==> config.mk <==
export PLATFORM = sky130hd
export DESIGN_NAME = hdmi_axil_cfg_master_flat
export DESIGN_NICKNAME = d
export VERILOG_FILES = /design/src/rtl/hdmi_axil_pkg.sv /design/src/rtl/hdmi_axil_cfg_master_if.sv /design/src/rtl/hdmi_axil_cfg_master.sv /design/src/flat_wrapper.sv
export SDC_FILE = /design/constraint.sdc
export NUM_CORES = 1
export LEC_CHECK = 0
export BUFFER_PORTS_ARGS = -buffer_cell sky130_fd_sc_hd__buf_2
export CAP_MARGIN = 20
export CORE_MARGIN = 2
export CORE_UTILIZATION = 44
export CTS_BUF_LIST = sky130_fd_sc_hd__clkbuf_4
export DETAILED_ROUTE_END_ITERATION = 8
export PLACE_DENSITY = 0.78
export SKIP_CTS_REPAIR_TIMING = 1
export SLEW_MARGIN = 20
export SYNTH_ARGS = -nofsm -noshare
export SYNTH_HDL_FRONTEND = slang
export SYNTH_SLANG_ARGS = --single-unit
==> constraint.sdc <==
create_clock -name clk -period 1.7 [get_ports clk]
set_input_delay 0 -clock clk [delete_from_list [all_inputs] [get_ports clk]]
set_output_delay 0 -clock clk [all_outputs]
set_load 0.01 [all_outputs]
==> src/rtl/hdmi_axil_pkg.sv <==
// hdmi_axil_pkg: AXI response codes, master FSM states and the HDMI IP register map.
package hdmi_axil_pkg;
  typedef enum logic [1:0] {
    RESP_OKAY   = 2'b00,
    RESP_EXOKAY = 2'b01,
    RESP_SLVERR = 2'b10,
    RESP_DECERR = 2'b11
  } axi_resp_e;
  typedef enum logic [2:0] {IDLE, WR_ADDR_DATA, WR_RESP, RD_ADDR, RD_DATA, RSP} state_e;
  localparam logic [11:0] CTRL_REG       = 12'h000;
  localparam logic [11:0] FIR_COEF_BASE  = 12'h010;
  localparam logic [11:0] HIST_BIN_BASE  = 12'h100;
  localparam int          HIST_BIN_COUNT = 256;
endpackage

==> src/rtl/hdmi_axil_cfg_master_if.sv <==
// hdmi_axil_cfg_master_if: AXI4-Lite bus between the config master and the HDMI IP register slave.
interface hdmi_axil_cfg_master_if #(parameter int ADDR_W = 12);
  logic [ADDR_W-1:0] awaddr;
  logic [2:0]        awprot;
  logic              awvalid, awready;
  logic [31:0]       wdata;
  logic [3:0]        wstrb;
  logic              wvalid, wready;
  logic [1:0]        bresp;
  logic              bvalid, bready;
  logic [ADDR_W-1:0] araddr;
  logic [2:0]        arprot;
  logic              arvalid, arready;
  logic [31:0]       rdata;
  logic [1:0]        rresp;
  logic              rvalid, rready;
  modport master(
    output awaddr, awprot, awvalid, input awready,
    output wdata, wstrb, wvalid, input wready,
    input bresp, bvalid, output bready,
    output araddr, arprot, arvalid, input arready,
    input rdata, rresp, rvalid, output rready
  );
  modport slave(
    input awaddr, awprot, awvalid, output awready,
    input wdata, wstrb, wvalid, output wready,
    output bresp, bvalid, input bready,
    input araddr, arprot, arvalid, output arready,
    output rdata, rresp, rvalid, input rready
  );
endinterface

==> src/rtl/hdmi_axil_cfg_master.sv <==
// hdmi_axil_cfg_master: turns single writes and sequential read bursts into AXI4-Lite transactions.
module hdmi_axil_cfg_master
  import hdmi_axil_pkg::*;
#(
  parameter int ADDR_W = 12,
  parameter int LEN_W  = 8
) (
  input  logic              clk,
  input  logic              rst_n,
  input  logic              cmd_valid,
  output logic              cmd_ready,
  input  logic              cmd_write,
  input  logic [ADDR_W-1:0] cmd_addr,
  input  logic [31:0]       cmd_wdata,
  input  logic [LEN_W-1:0]  cmd_len,
  output logic              rsp_valid,
  input  logic              rsp_ready,
  output logic [31:0]       rsp_data,
  output logic              rsp_err,
  output logic              rsp_last,
  hdmi_axil_cfg_master_if.master m_axi
);
  state_e            r_state, w_state_n;
  logic              r_init;
  logic [ADDR_W-1:0] r_addr;
  logic [31:0]       r_wdata, r_data;
  logic [LEN_W-1:0]  r_len, r_idx;
  logic              r_aw_done, r_w_done, r_b_done, r_err, r_last;
  logic              w_cmd_fire, w_aw_done, w_w_done, w_b_fire, w_b_done, w_ar_fire, w_r_fire;

  assign w_cmd_fire = cmd_valid && cmd_ready;
  assign w_aw_done  = r_aw_done || (m_axi.awvalid && m_axi.awready);
  assign w_w_done   = r_w_done || (m_axi.wvalid && m_axi.wready);
  assign w_b_fire   = m_axi.bvalid && m_axi.bready;
  assign w_b_done   = r_b_done || w_b_fire;
  assign w_ar_fire  = m_axi.arvalid && m_axi.arready;
  assign w_r_fire   = m_axi.rvalid && m_axi.rready;

  // r_init keeps cmd_ready low until the first edge after reset release
  assign cmd_ready     = r_init && r_state == IDLE;
  assign m_axi.awvalid = r_state == WR_ADDR_DATA && !r_aw_done;
  assign m_axi.wvalid  = r_state == WR_ADDR_DATA && !r_w_done;
  assign m_axi.awaddr  = r_addr;
  assign m_axi.awprot  = 3'b000;
  assign m_axi.wdata   = r_wdata;
  assign m_axi.wstrb   = {4{r_state == WR_ADDR_DATA}};
  assign m_axi.bready  = (r_state == WR_ADDR_DATA || r_state == WR_RESP) && !r_b_done;
  assign m_axi.arvalid = r_state == RD_ADDR;
  assign m_axi.araddr  = r_addr + ADDR_W'({r_idx, 2'b00});
  assign m_axi.arprot  = 3'b000;
  assign m_axi.rready  = r_state == RD_DATA;
  assign rsp_valid     = r_state == RSP;
  assign rsp_data      = r_data;
  assign rsp_err       = r_err;
  assign rsp_last      = r_last;

  always_ff @(posedge clk or negedge rst_n)
    if (!rst_n) r_state <= IDLE;
    else        r_state <= w_state_n;

  always_comb begin
    w_state_n = r_state;
    case (r_state)
      IDLE:         if (w_cmd_fire) w_state_n = cmd_addr[1:0] != 2'b00 ? RSP : cmd_write ? WR_ADDR_DATA : RD_ADDR;
      WR_ADDR_DATA: if (w_aw_done && w_w_done) w_state_n = w_b_done ? RSP : WR_RESP;
      WR_RESP:      if (w_b_fire) w_state_n = RSP;
      RD_ADDR:      if (w_ar_fire) w_state_n = RD_DATA;
      RD_DATA:      if (w_r_fire) w_state_n = RSP;
      RSP:          if (rsp_ready) w_state_n = r_last ? IDLE : RD_ADDR;
      default:      w_state_n = IDLE;
    endcase
  end

  always_ff @(posedge clk or negedge rst_n)
    if (!rst_n) begin
      r_init    <= 1'b0;
      r_addr    <= '0;
      r_wdata   <= '0;
      r_len     <= '0;
      r_idx     <= '0;
      r_aw_done <= 1'b0;
      r_w_done  <= 1'b0;
      r_b_done  <= 1'b0;
      r_data    <= '0;
      r_err     <= 1'b0;
      r_last    <= 1'b0;
    end else begin
      r_init <= 1'b1;
      if (w_cmd_fire) begin
        r_addr    <= cmd_addr;
        r_wdata   <= cmd_wdata;
        r_len     <= cmd_len;
        r_idx     <= '0;
        r_aw_done <= 1'b0;
        r_w_done  <= 1'b0;
        r_b_done  <= 1'b0;
        r_data    <= '0;
        r_err     <= cmd_addr[1:0] != 2'b00;
        r_last    <= 1'b1;
      end
      if (r_state == WR_ADDR_DATA) begin
        r_aw_done <= w_aw_done;
        r_w_done  <= w_w_done;
      end
      if (w_b_fire) begin
        r_b_done <= 1'b1;
        r_data   <= '0;
        r_err    <= m_axi.bresp != RESP_OKAY;
        r_last   <= 1'b1;
      end
      // errored read beats report zero data but the burst carries on
      if (w_r_fire) begin
        r_data <= m_axi.rresp != RESP_OKAY ? 32'h0 : m_axi.rdata;
        r_err  <= m_axi.rresp != RESP_OKAY;
        r_last <= r_idx == r_len;
      end
      if (r_state == RSP && rsp_ready && !r_last) r_idx <= r_idx + LEN_W'(1);
    end
endmodule

==> src/flat_wrapper.sv <==
// flat-port wrapper written by rule: the top's interface ports become plain ports
module hdmi_axil_cfg_master_flat import hdmi_axil_pkg::*;
#(
  parameter int ADDR_W = 12,
  parameter int LEN_W  = 8
)
  (clk, rst_n, cmd_valid, cmd_ready, cmd_write, cmd_addr, cmd_wdata, cmd_len, rsp_valid, rsp_ready, rsp_data, rsp_err, rsp_last, m_axi_awaddr, m_axi_awprot, m_axi_awvalid, m_axi_awready, m_axi_wdata, m_axi_wstrb, m_axi_wvalid, m_axi_wready, m_axi_bresp, m_axi_bvalid, m_axi_bready, m_axi_araddr, m_axi_arprot, m_axi_arvalid, m_axi_arready, m_axi_rdata, m_axi_rresp, m_axi_rvalid, m_axi_rready);
  hdmi_axil_cfg_master_if #(.ADDR_W(ADDR_W)) m_axi_i ();
  input  logic clk;
  input  logic rst_n;
  input  logic cmd_valid;
  output logic cmd_ready;
  input  logic cmd_write;
  input  logic [ADDR_W-1:0] cmd_addr;
  input  logic [31:0] cmd_wdata;
  input  logic [LEN_W-1:0] cmd_len;
  output logic rsp_valid;
  input  logic rsp_ready;
  output logic [31:0] rsp_data;
  output logic rsp_err;
  output logic rsp_last;
  output wire logic [$bits(m_axi_i.awaddr)-1:0] m_axi_awaddr;
  output wire logic [$bits(m_axi_i.awprot)-1:0] m_axi_awprot;
  output wire logic [$bits(m_axi_i.awvalid)-1:0] m_axi_awvalid;
  input wire logic [$bits(m_axi_i.awready)-1:0] m_axi_awready;
  output wire logic [$bits(m_axi_i.wdata)-1:0] m_axi_wdata;
  output wire logic [$bits(m_axi_i.wstrb)-1:0] m_axi_wstrb;
  output wire logic [$bits(m_axi_i.wvalid)-1:0] m_axi_wvalid;
  input wire logic [$bits(m_axi_i.wready)-1:0] m_axi_wready;
  input wire logic [$bits(m_axi_i.bresp)-1:0] m_axi_bresp;
  input wire logic [$bits(m_axi_i.bvalid)-1:0] m_axi_bvalid;
  output wire logic [$bits(m_axi_i.bready)-1:0] m_axi_bready;
  output wire logic [$bits(m_axi_i.araddr)-1:0] m_axi_araddr;
  output wire logic [$bits(m_axi_i.arprot)-1:0] m_axi_arprot;
  output wire logic [$bits(m_axi_i.arvalid)-1:0] m_axi_arvalid;
  input wire logic [$bits(m_axi_i.arready)-1:0] m_axi_arready;
  input wire logic [$bits(m_axi_i.rdata)-1:0] m_axi_rdata;
  input wire logic [$bits(m_axi_i.rresp)-1:0] m_axi_rresp;
  input wire logic [$bits(m_axi_i.rvalid)-1:0] m_axi_rvalid;
  output wire logic [$bits(m_axi_i.rready)-1:0] m_axi_rready;
  assign m_axi_awaddr = m_axi_i.awaddr;
  assign m_axi_awprot = m_axi_i.awprot;
  assign m_axi_awvalid = m_axi_i.awvalid;
  assign m_axi_i.awready = m_axi_awready;
  assign m_axi_wdata = m_axi_i.wdata;
  assign m_axi_wstrb = m_axi_i.wstrb;
  assign m_axi_wvalid = m_axi_i.wvalid;
  assign m_axi_i.wready = m_axi_wready;
  assign m_axi_i.bresp = m_axi_bresp;
  assign m_axi_i.bvalid = m_axi_bvalid;
  assign m_axi_bready = m_axi_i.bready;
  assign m_axi_araddr = m_axi_i.araddr;
  assign m_axi_arprot = m_axi_i.arprot;
  assign m_axi_arvalid = m_axi_i.arvalid;
  assign m_axi_i.arready = m_axi_arready;
  assign m_axi_i.rdata = m_axi_rdata;
  assign m_axi_i.rresp = m_axi_rresp;
  assign m_axi_i.rvalid = m_axi_rvalid;
  assign m_axi_rready = m_axi_i.rready;
  hdmi_axil_cfg_master #(.ADDR_W(ADDR_W), .LEN_W(LEN_W)) u_core (.clk(clk), .rst_n(rst_n), .cmd_valid(cmd_valid), .cmd_ready(cmd_ready), .cmd_write(cmd_write), .cmd_addr(cmd_addr), .cmd_wdata(cmd_wdata), .cmd_len(cmd_len), .rsp_valid(rsp_valid), .rsp_ready(rsp_ready), .rsp_data(rsp_data), .rsp_err(rsp_err), .rsp_last(rsp_last), .m_axi(m_axi_i));
endmodule
==> results of run 1 <==
[through the flow]
stage	cell area, um2	hold WS [ns]
finish	7400	0.0417
global route	7400	0.0557
CTS	6150	-0.504
detailed placement	5990	0.00150
global placement	5990	-0.00157
floorplan	4700	-0.296
[state kept, by name, summed over array words and instances (netlist names)]
signal and count:
u_core.m_axi.wdata 32, u_core.rsp_data 32, u_core.m_axi.awaddr 12, u_core.r_idx 8
u_core.r_len 8, u_core.r_state 3, u_core.r_aw_done 1, u_core.r_b_done 1
u_core.r_init 1, u_core.r_w_done 1, u_core.rsp_err 1, u_core.rsp_last 1
[synth_stat cells (2+ instances only)]
cell	number	area (um2)
mux2i_1	4	40.0
nand4_1	2	12.5
nor3_1	7	35.0
o21ai_1	2	10.0
and2_1	3	18.8
mux2_1	3	33.8
xor2_1	10	87.6
inv_1	5	18.8
nor2_1	19	71.3
or3_1	3	18.8
ha_1	9	113
buf_2	16	80.1
mux2_2	2	22.5
o211ai_1	4	30.0
o21ai_0	6	30.0
dfrtp_1	101	2530
nand3_1	4	20.0
xnor2_1	7	61.3
a211oi_1	3	22.5
o31ai_1	2	15.0
buf_4	12	90.1
nor4_1	3	18.8
clkbuf_1	4	15.0
buf_6	4	45.0
a21oi_1	10	50.1
and3_1	5	31.3
o22ai_1	2	12.5
a211o_1	3	26.3
a21o_1	2	15.0
nand2_1	163	612
a22o_1	32	280
conb_1	2	7.51
[cell families after synthesis]
group / after synthesis
AND/OR/NAND/NOR: 218
multiplexers: 9
AO/OA/AOI/OAI: 76
adder cells (fa/ha/maj): 10
buffers and inverters: 41
XOR/XNOR: 17
flip-flops: 101
other: 2
[final cells by class]
type,count,share of cell area [%]
clock buffers,9,0.912
clock inverters,7,1.20
inverters,5,0.253
multi-input cells,337,27.2
flip-flops and latches,101,34.2
well taps,136,2.30
repair buffers,345,33.9
[layer usage]
layer / share of wire (%) / vias up
li1: - / 2246
met1: 39 / 2336
met2: 53 / 233
met3: 5.7 / 40
met4: 2.9 / 0
met5: 0 / -
[how the worst min path moves through the flow]
| stage | cells after the start | slack (ns) | start | endpoint |
|---|---|---|---|---|
| after floorplan | 0 | -0.30 | rst_n | u_core.m_axi.awaddr[0] |
| after global placement | 1 | -0.002 | rst_n | u_core.m_axi.awaddr[2] |
| after detailed placement | 1 | 0.002 | rst_n | u_core.m_axi.awaddr[2] |
| after CTS | 1 | -0.50 | rst_n | u_core.m_axi.awaddr[2] |
| after global routing | 2 | 0.06 | rst_n | u_core.r_idx[1] |
| final | 2 | 0.04 | rst_n | u_core.r_idx[1] |
[where the power goes]
group          leakage (uW)  internal, uW  switching [uW]
Clock             0.0000814           591             811
Sequential          0.00130          3350             696
Combinational       0.00264          2780            2960
Total               0.00402          6720            4470
[placed cells by master, fill, tap and decap left out, types with 5 or more instances in the layout]
| cell type | count |
|---|---|
| a22o_1 | 32 |
| a21oi_1 | 8 |
| xnor2_1 | 6 |
| clkbuf_4 | 9 |
| conb_1 | 7 |
| xor2_1 | 10 |
| dfrtp_1 | 98 |
| ha_1 | 8 |
| buf_2 | 196 |
| buf_6 | 7 |
| o21ai_0 | 5 |
| buf_12 | 6 |
| nand2_1 | 161 |
| and3_1 | 5 |
| nor2_1 | 16 |
| buf_4 | 36 |
| dlygate4sd3_1 | 96 |
| nor3_1 | 5 |
==> flow_metrics.tcl, run 1 <==
set metrics [dict create \
    n_antenna_cell 0 \
    clockBufferDepth 2 \
    r2r_end "u_core.rsp_data[4]" \
    end_kind "output port" \
    core-area_um2 10300 \
    die_y_um 107 \
    vias_per_cell 5.16 \
    clock_latency_ns 0.46 \
    nets 907 \
    drive_above_1_share_pct 36.1 \
    ys.flop_type "dfrtp_1" \
    slowest_stage "dfrtp_1" \
    vias 4855 \
    fin_skew_ns 0.0346 \
    yosysWarnings 0 \
    syn_avg_cell_area_um2 9.86 \
    grt_use_total_pct 20.8 \
    cap_viol_max_count 0 \
    worstMarginPinSlew_ns 0.489 \
    num-fill-cells 707 \
    drt-pass1-iter-count 5 \
    synth_edf_count 0 \
    synth_xor_area_share_pct 3.19 \
    yosys.area_share.simple_pct 20.0 \
    routed_wl_um 15300 \
    setup_violations 39 \
    dpl.cell_count 813 \
    synth_cell_types 52 \
    worstSetupStartpointType "flop" \
    pre_cts_slack_ns -0.256 \
    ant_nets 0 \
    synthMuxAreaShare_pct 2.06 \
    cp_max_fo 2 \
    endpoint "m_axi_araddr[10]" \
    power_uw 11200 \
    grt_start_max_net_pins 49 \
    synth_seq_cells 101 \
    root_buffer "clkbuf_4" \
    violations "negative setup slack" \
    critPathTopFamily "compound AO/OA/AOI/OAI gates" \
    slew_headroom_pct 67.1 \
    drcViolationCount 0 \
    setup_tns_ns -4.70 \
    final_util_pct 71.7 \
    path_cells "ha_2 -> fa_2 -> a21o_1 -> a221o_1 -> o41ai_2 -> xnor2_1 -> buf_2" \
    die_w_um 107 \
    max_freq_mhz 405 \
    slew_violations 0 \
    top_usage_layer "met2" \
    r2r_start "u_core.r_state[0]" \
    hpwl_um 9160 \
    use_met2_pct 34.8 \
    clock_sink_count 101 \
    finalNonFillerCells 940 \
    required_ns 1.70 \
    gp_congestion 0.886 \
    grt_pass1_wl_um 19000 \
    worst_slack_ns -0.768 \
    routedWlPerCell_um 16.3 \
    rows 37 \
    fin_crit_ns 2.47 \
    max_stage_delay_ns 0.41 \
    crit_type "reg2out" \
    antenna_found_initial 0 \
    synthCells 474 \
    grt_use_met3_pct 3.89 \
    regArea_um2 2530 \
    io_pins 205 \
    peakVddDrop_mv 0.850 \
    synth-async-reset-ratio_pct 100 \
    synth.cell_area_um2 4670 \
    drtIter0Drc 364 \
    cts-htree-levels 3 \
    worst_ep_arrival_time_ns 2.47 \
    cp.depth 7 \
    hold_path_class "in2async" \
    rsz0062_at_grt "yes" \
    cp.buffers_inverters 1 \
    synthToLayoutAreaGrowth_pct 58.4 \
    startpoint "u_core.m_axi.awaddr[2]" \
    regToRegSetupSlack_ns -0.09 \
    p_leak_uw 0.00402 \
    use_met1_pct 25.5 \
    synth_top_family_by_area "simple AND/OR/NAND/NOR gates" \
    grt_pass1_vias 4186 \
    synth_adder_area_share_pct 2.84 \
    multi_input_area_um2 2020 \
    reg2reg_depth 7 \
    gr-total-overflow 0 \
    status "finished, violations left" \
    synth_compound_area_share_pct 12.4 \
    p_per_area_nw_per_um2 1510 \
    cts_buffers 9 \
    numPortBuffers 198 \
    hold_viol_final 0 \
    start_util_pct 45.3 \
    cts_tree "done" \
    min_period_over_period_pct 145 \
    seq_area_frac_synth_pct 54.1 \
    die_area_um2 11500 \
    path_clk_slew_ns 0.15 \
]
(Power assumes the default switching activity.)
==> inputs of run 2 (changes only) <==
--- a/config.mk
+++ b/config.mk
@@ -7,10 +7,12 @@
 export LEC_CHECK = 0
 export BUFFER_PORTS_ARGS = -buffer_cell sky130_fd_sc_hd__buf_2
 export CAP_MARGIN = 20
+export CORE_ASPECT_RATIO = 2
 export CORE_MARGIN = 2
 export CORE_UTILIZATION = 44
 export CTS_BUF_LIST = sky130_fd_sc_hd__clkbuf_4
 export DETAILED_ROUTE_END_ITERATION = 8
+export MAX_ROUTING_LAYER = met4
 export PLACE_DENSITY = 0.78
 export SKIP_CTS_REPAIR_TIMING = 1
 export SLEW_MARGIN = 20
==> run 2 against run 1 <==
- the run still ends with negative setup slack left
- first-iteration DRC count shrank 31%
- maximum frequency shrank 1.1%
- flip-flop and latch count is the same
- setup slack lost 0.028 ns
- register-to-register slack gained 0.02 ns
- utilization grew 1.6 points
- final area grew 3.0%
- die area grew 0.43%
- sequential share of layout area shrank 1.0 points
- sequential power is essentially flat
- combinational power grew 6.6%
- critical path depth is the same
- critical path type unchanged
- critical endpoint unchanged
==> flow_metrics.tcl, run 2 (synthesis results as in run 1) <==
set metrics [dict create \
    status "finished, violations left" \
    violations "negative setup slack" \
    ant_nets 0 \
    power_frac_clock_pct 10.2 \
    hpwl_um 9380 \
    clock_latency_ns 0.45 \
    switching_share_pct 40.9 \
    seqPwrFrac_pct 35.7 \
    core-area_um2 10400 \
    setup_violations 51 \
    path_cells "ha_2 -> fa_2 -> a21o_1 -> a221o_1 -> o41ai_2 -> xnor2_1 -> buf_2" \
    p_int_uw 6690 \
    required_ns 1.70 \
    drive_above_1_share_pct 38.1 \
    hold_viol_final 0 \
    grt_use_total_pct 21.9 \
    synthToLayoutAreaGrowth_pct 63.3 \
    rsz0062_at_grt "yes" \
    numPortBuffers 198 \
    drt-pass1-iter-count 5 \
    gr-total-overflow 0 \
    dpl.cell_count 821 \
    num-fill-cells 721 \
    cp_max_fo 2 \
    clockBufferDepth 2 \
    crit_type "reg2out" \
    peakVddDrop_mv 0.874 \
    power_uw 11300 \
    path_clk_slew_ns 0.17 \
    worstSetupStartpointType "flop" \
    critPathTopFamily "compound AO/OA/AOI/OAI gates" \
    drtIter0Drc 251 \
    die_y_um 150 \
    worstMarginPinSlew_ns 0.576 \
    vias_per_cell 5.24 \
    cap_viol_max_count 0 \
    min_period_over_period_pct 147 \
    max_stage_delay_ns 0.42 \
    cts-htree-levels 3 \
    io_pins 205 \
    final_cell_mix "buf_2, nand2_1, dfrtp_1, dlygate4sd3_1, buf_4" \
    max_freq_mhz 401 \
    die_area_um2 11500 \
    fin_crit_ns 2.50 \
    end_kind "output port" \
    nets 920 \
    comb_power_share_pct 54.1 \
    grt_start_max_net_pins 56 \
    setup_tns_ns -4.72 \
    slowest_stage "dfrtp_1" \
    worst_ep_arrival_time_ns 2.50 \
    routed_wl_um 16700 \
    p_leak_uw 0.00411 \
    rows 53 \
    antenna_found_initial 3 \
    cp.buffers_inverters 1 \
    p_per_area_nw_per_um2 1480 \
    gp_congestion 0.895 \
    cts_buffers 9 \
    slew_headroom_pct 61.6 \
    fin_skew_ns 0.0209 \
    finalNonFillerCells 957 \
    vias 5011 \
    final_common_cell "buf_2" \
    drcViolationCount 0 \
    hold_path_class "in2async" \
    cts_tree "done" \
    root_buffer "clkbuf_4" \
    grt_pass1_vias 4197 \
    worst_slack_ns -0.796 \
    slew_violations 0 \
    p_sw_uw 4640 \
    routedWlPerCell_um 17.4 \
    die_w_um 76.9 \
    grt_pass1_wl_um 19500 \
    clock_sink_count 101 \
    start_util_pct 44.9 \
]
-- run 2: cell count changes in the layout (fill, tap and decap cells not counted), moves of 2 or more --
cell,change
buf_12,+2
buf_6,+4
bufinv_16,-2
clkbuf_16,+4
clkinv_1,-2
clkinv_4,+2
diode_2,+3
nand2_1,-5
nand2_2,+5
nor2_1,+2
o21ai_0,-2
o21ai_1,+2
-- run 2: final timing paths --
check                                  startpoint  slack, ns                     end  cells past startpoint
hold reg to reg             u_core.m_axi.wdata[0]       0.50   u_core.m_axi.wdata[0]                      2
hold / removal                              rst_n       0.08     u_core.rsp_data[17]                      3
setup / recovery           u_core.m_axi.awaddr[2]      -0.80        m_axi_araddr[10]                      7
max in group asynchronous                   rst_n       1.08         u_core.r_idx[6]                      3
setup reg to reg                u_core.r_state[2]      -0.07     u_core.rsp_data[16]                      6
min in group clk                        cmd_valid       0.14  u_core.m_axi.wdata[20]                      5
-- run 2: power groups by stage --
| stage | combinational [uW] | sequential, uW | clock [uW] |
|---|---|---|---|
| final | 6120 | 4050 | 1160 |
| after CTS | 4940 | 4010 | 1200 |
| after global placement | 4760 | 4010 | 0 |
| after floorplan | 2480 | 4350 | 0 |
| after global routing | 6600 | 4140 | 1290 |
| after detailed placement | 4930 | 4040 | 0 |
-- run 2: metrics by stage --
stage | worst slack [ns] | util (%) | hold slack [ns] | area, um2
global route | -0.920 | 73.3 | 0.0502 | 7630
CTS | -0.826 | 59.0 | -0.526 | 6150
finish | -0.796 | 73.3 | 0.0765 | 7630
detailed placement | -0.296 | 57.8 | 0.0101 | 6020
floorplan | -0.167 | - | -0.296 | 4700
global placement | -0.249 | 57.8 | 0.00388 | 6020
-- run 2: cell type report --
type / instances / area, um2 / area share (%)
Timing Repair Buffer: 357 / 2710 / 35.6
Sequential cell: 101 / 2530 / 33.2
Multi-Input combinational cell: 338 / 2060 / 27.0
Tap cell: 137 / 171 / 2.25
Clock buffer: 9 / 67.6 / 0.886
Clock inverter: 7 / 56.3 / 0.738
Inverter: 5 / 18.8 / 0.246
Antenna cell: 3 / 7.51 / 0.0984
-- run 2: worst min-delay path: cells and delay by family --
| family | cells | cell delay, ns |
|---|---|---|
| buffers and inverters | 3 | 0.94 |
-- run 2: metal layers --
| metal | wire length [um] | share of wire [%] | track usage (%) | vias up |
|---|---|---|---|---|
| met1 | 5750 | 34 | 23.3 | 2421 |
| met2 | 9220 | 55 | 39.0 | 245 |
| met3 | 825 | 4.9 | 2.96 | 70 |
| met4 | 898 | 5.4 | 12.3 | 0 |
| li1 | - | - | - | 2275 |
| met5 | 0 | 0 | - | - |
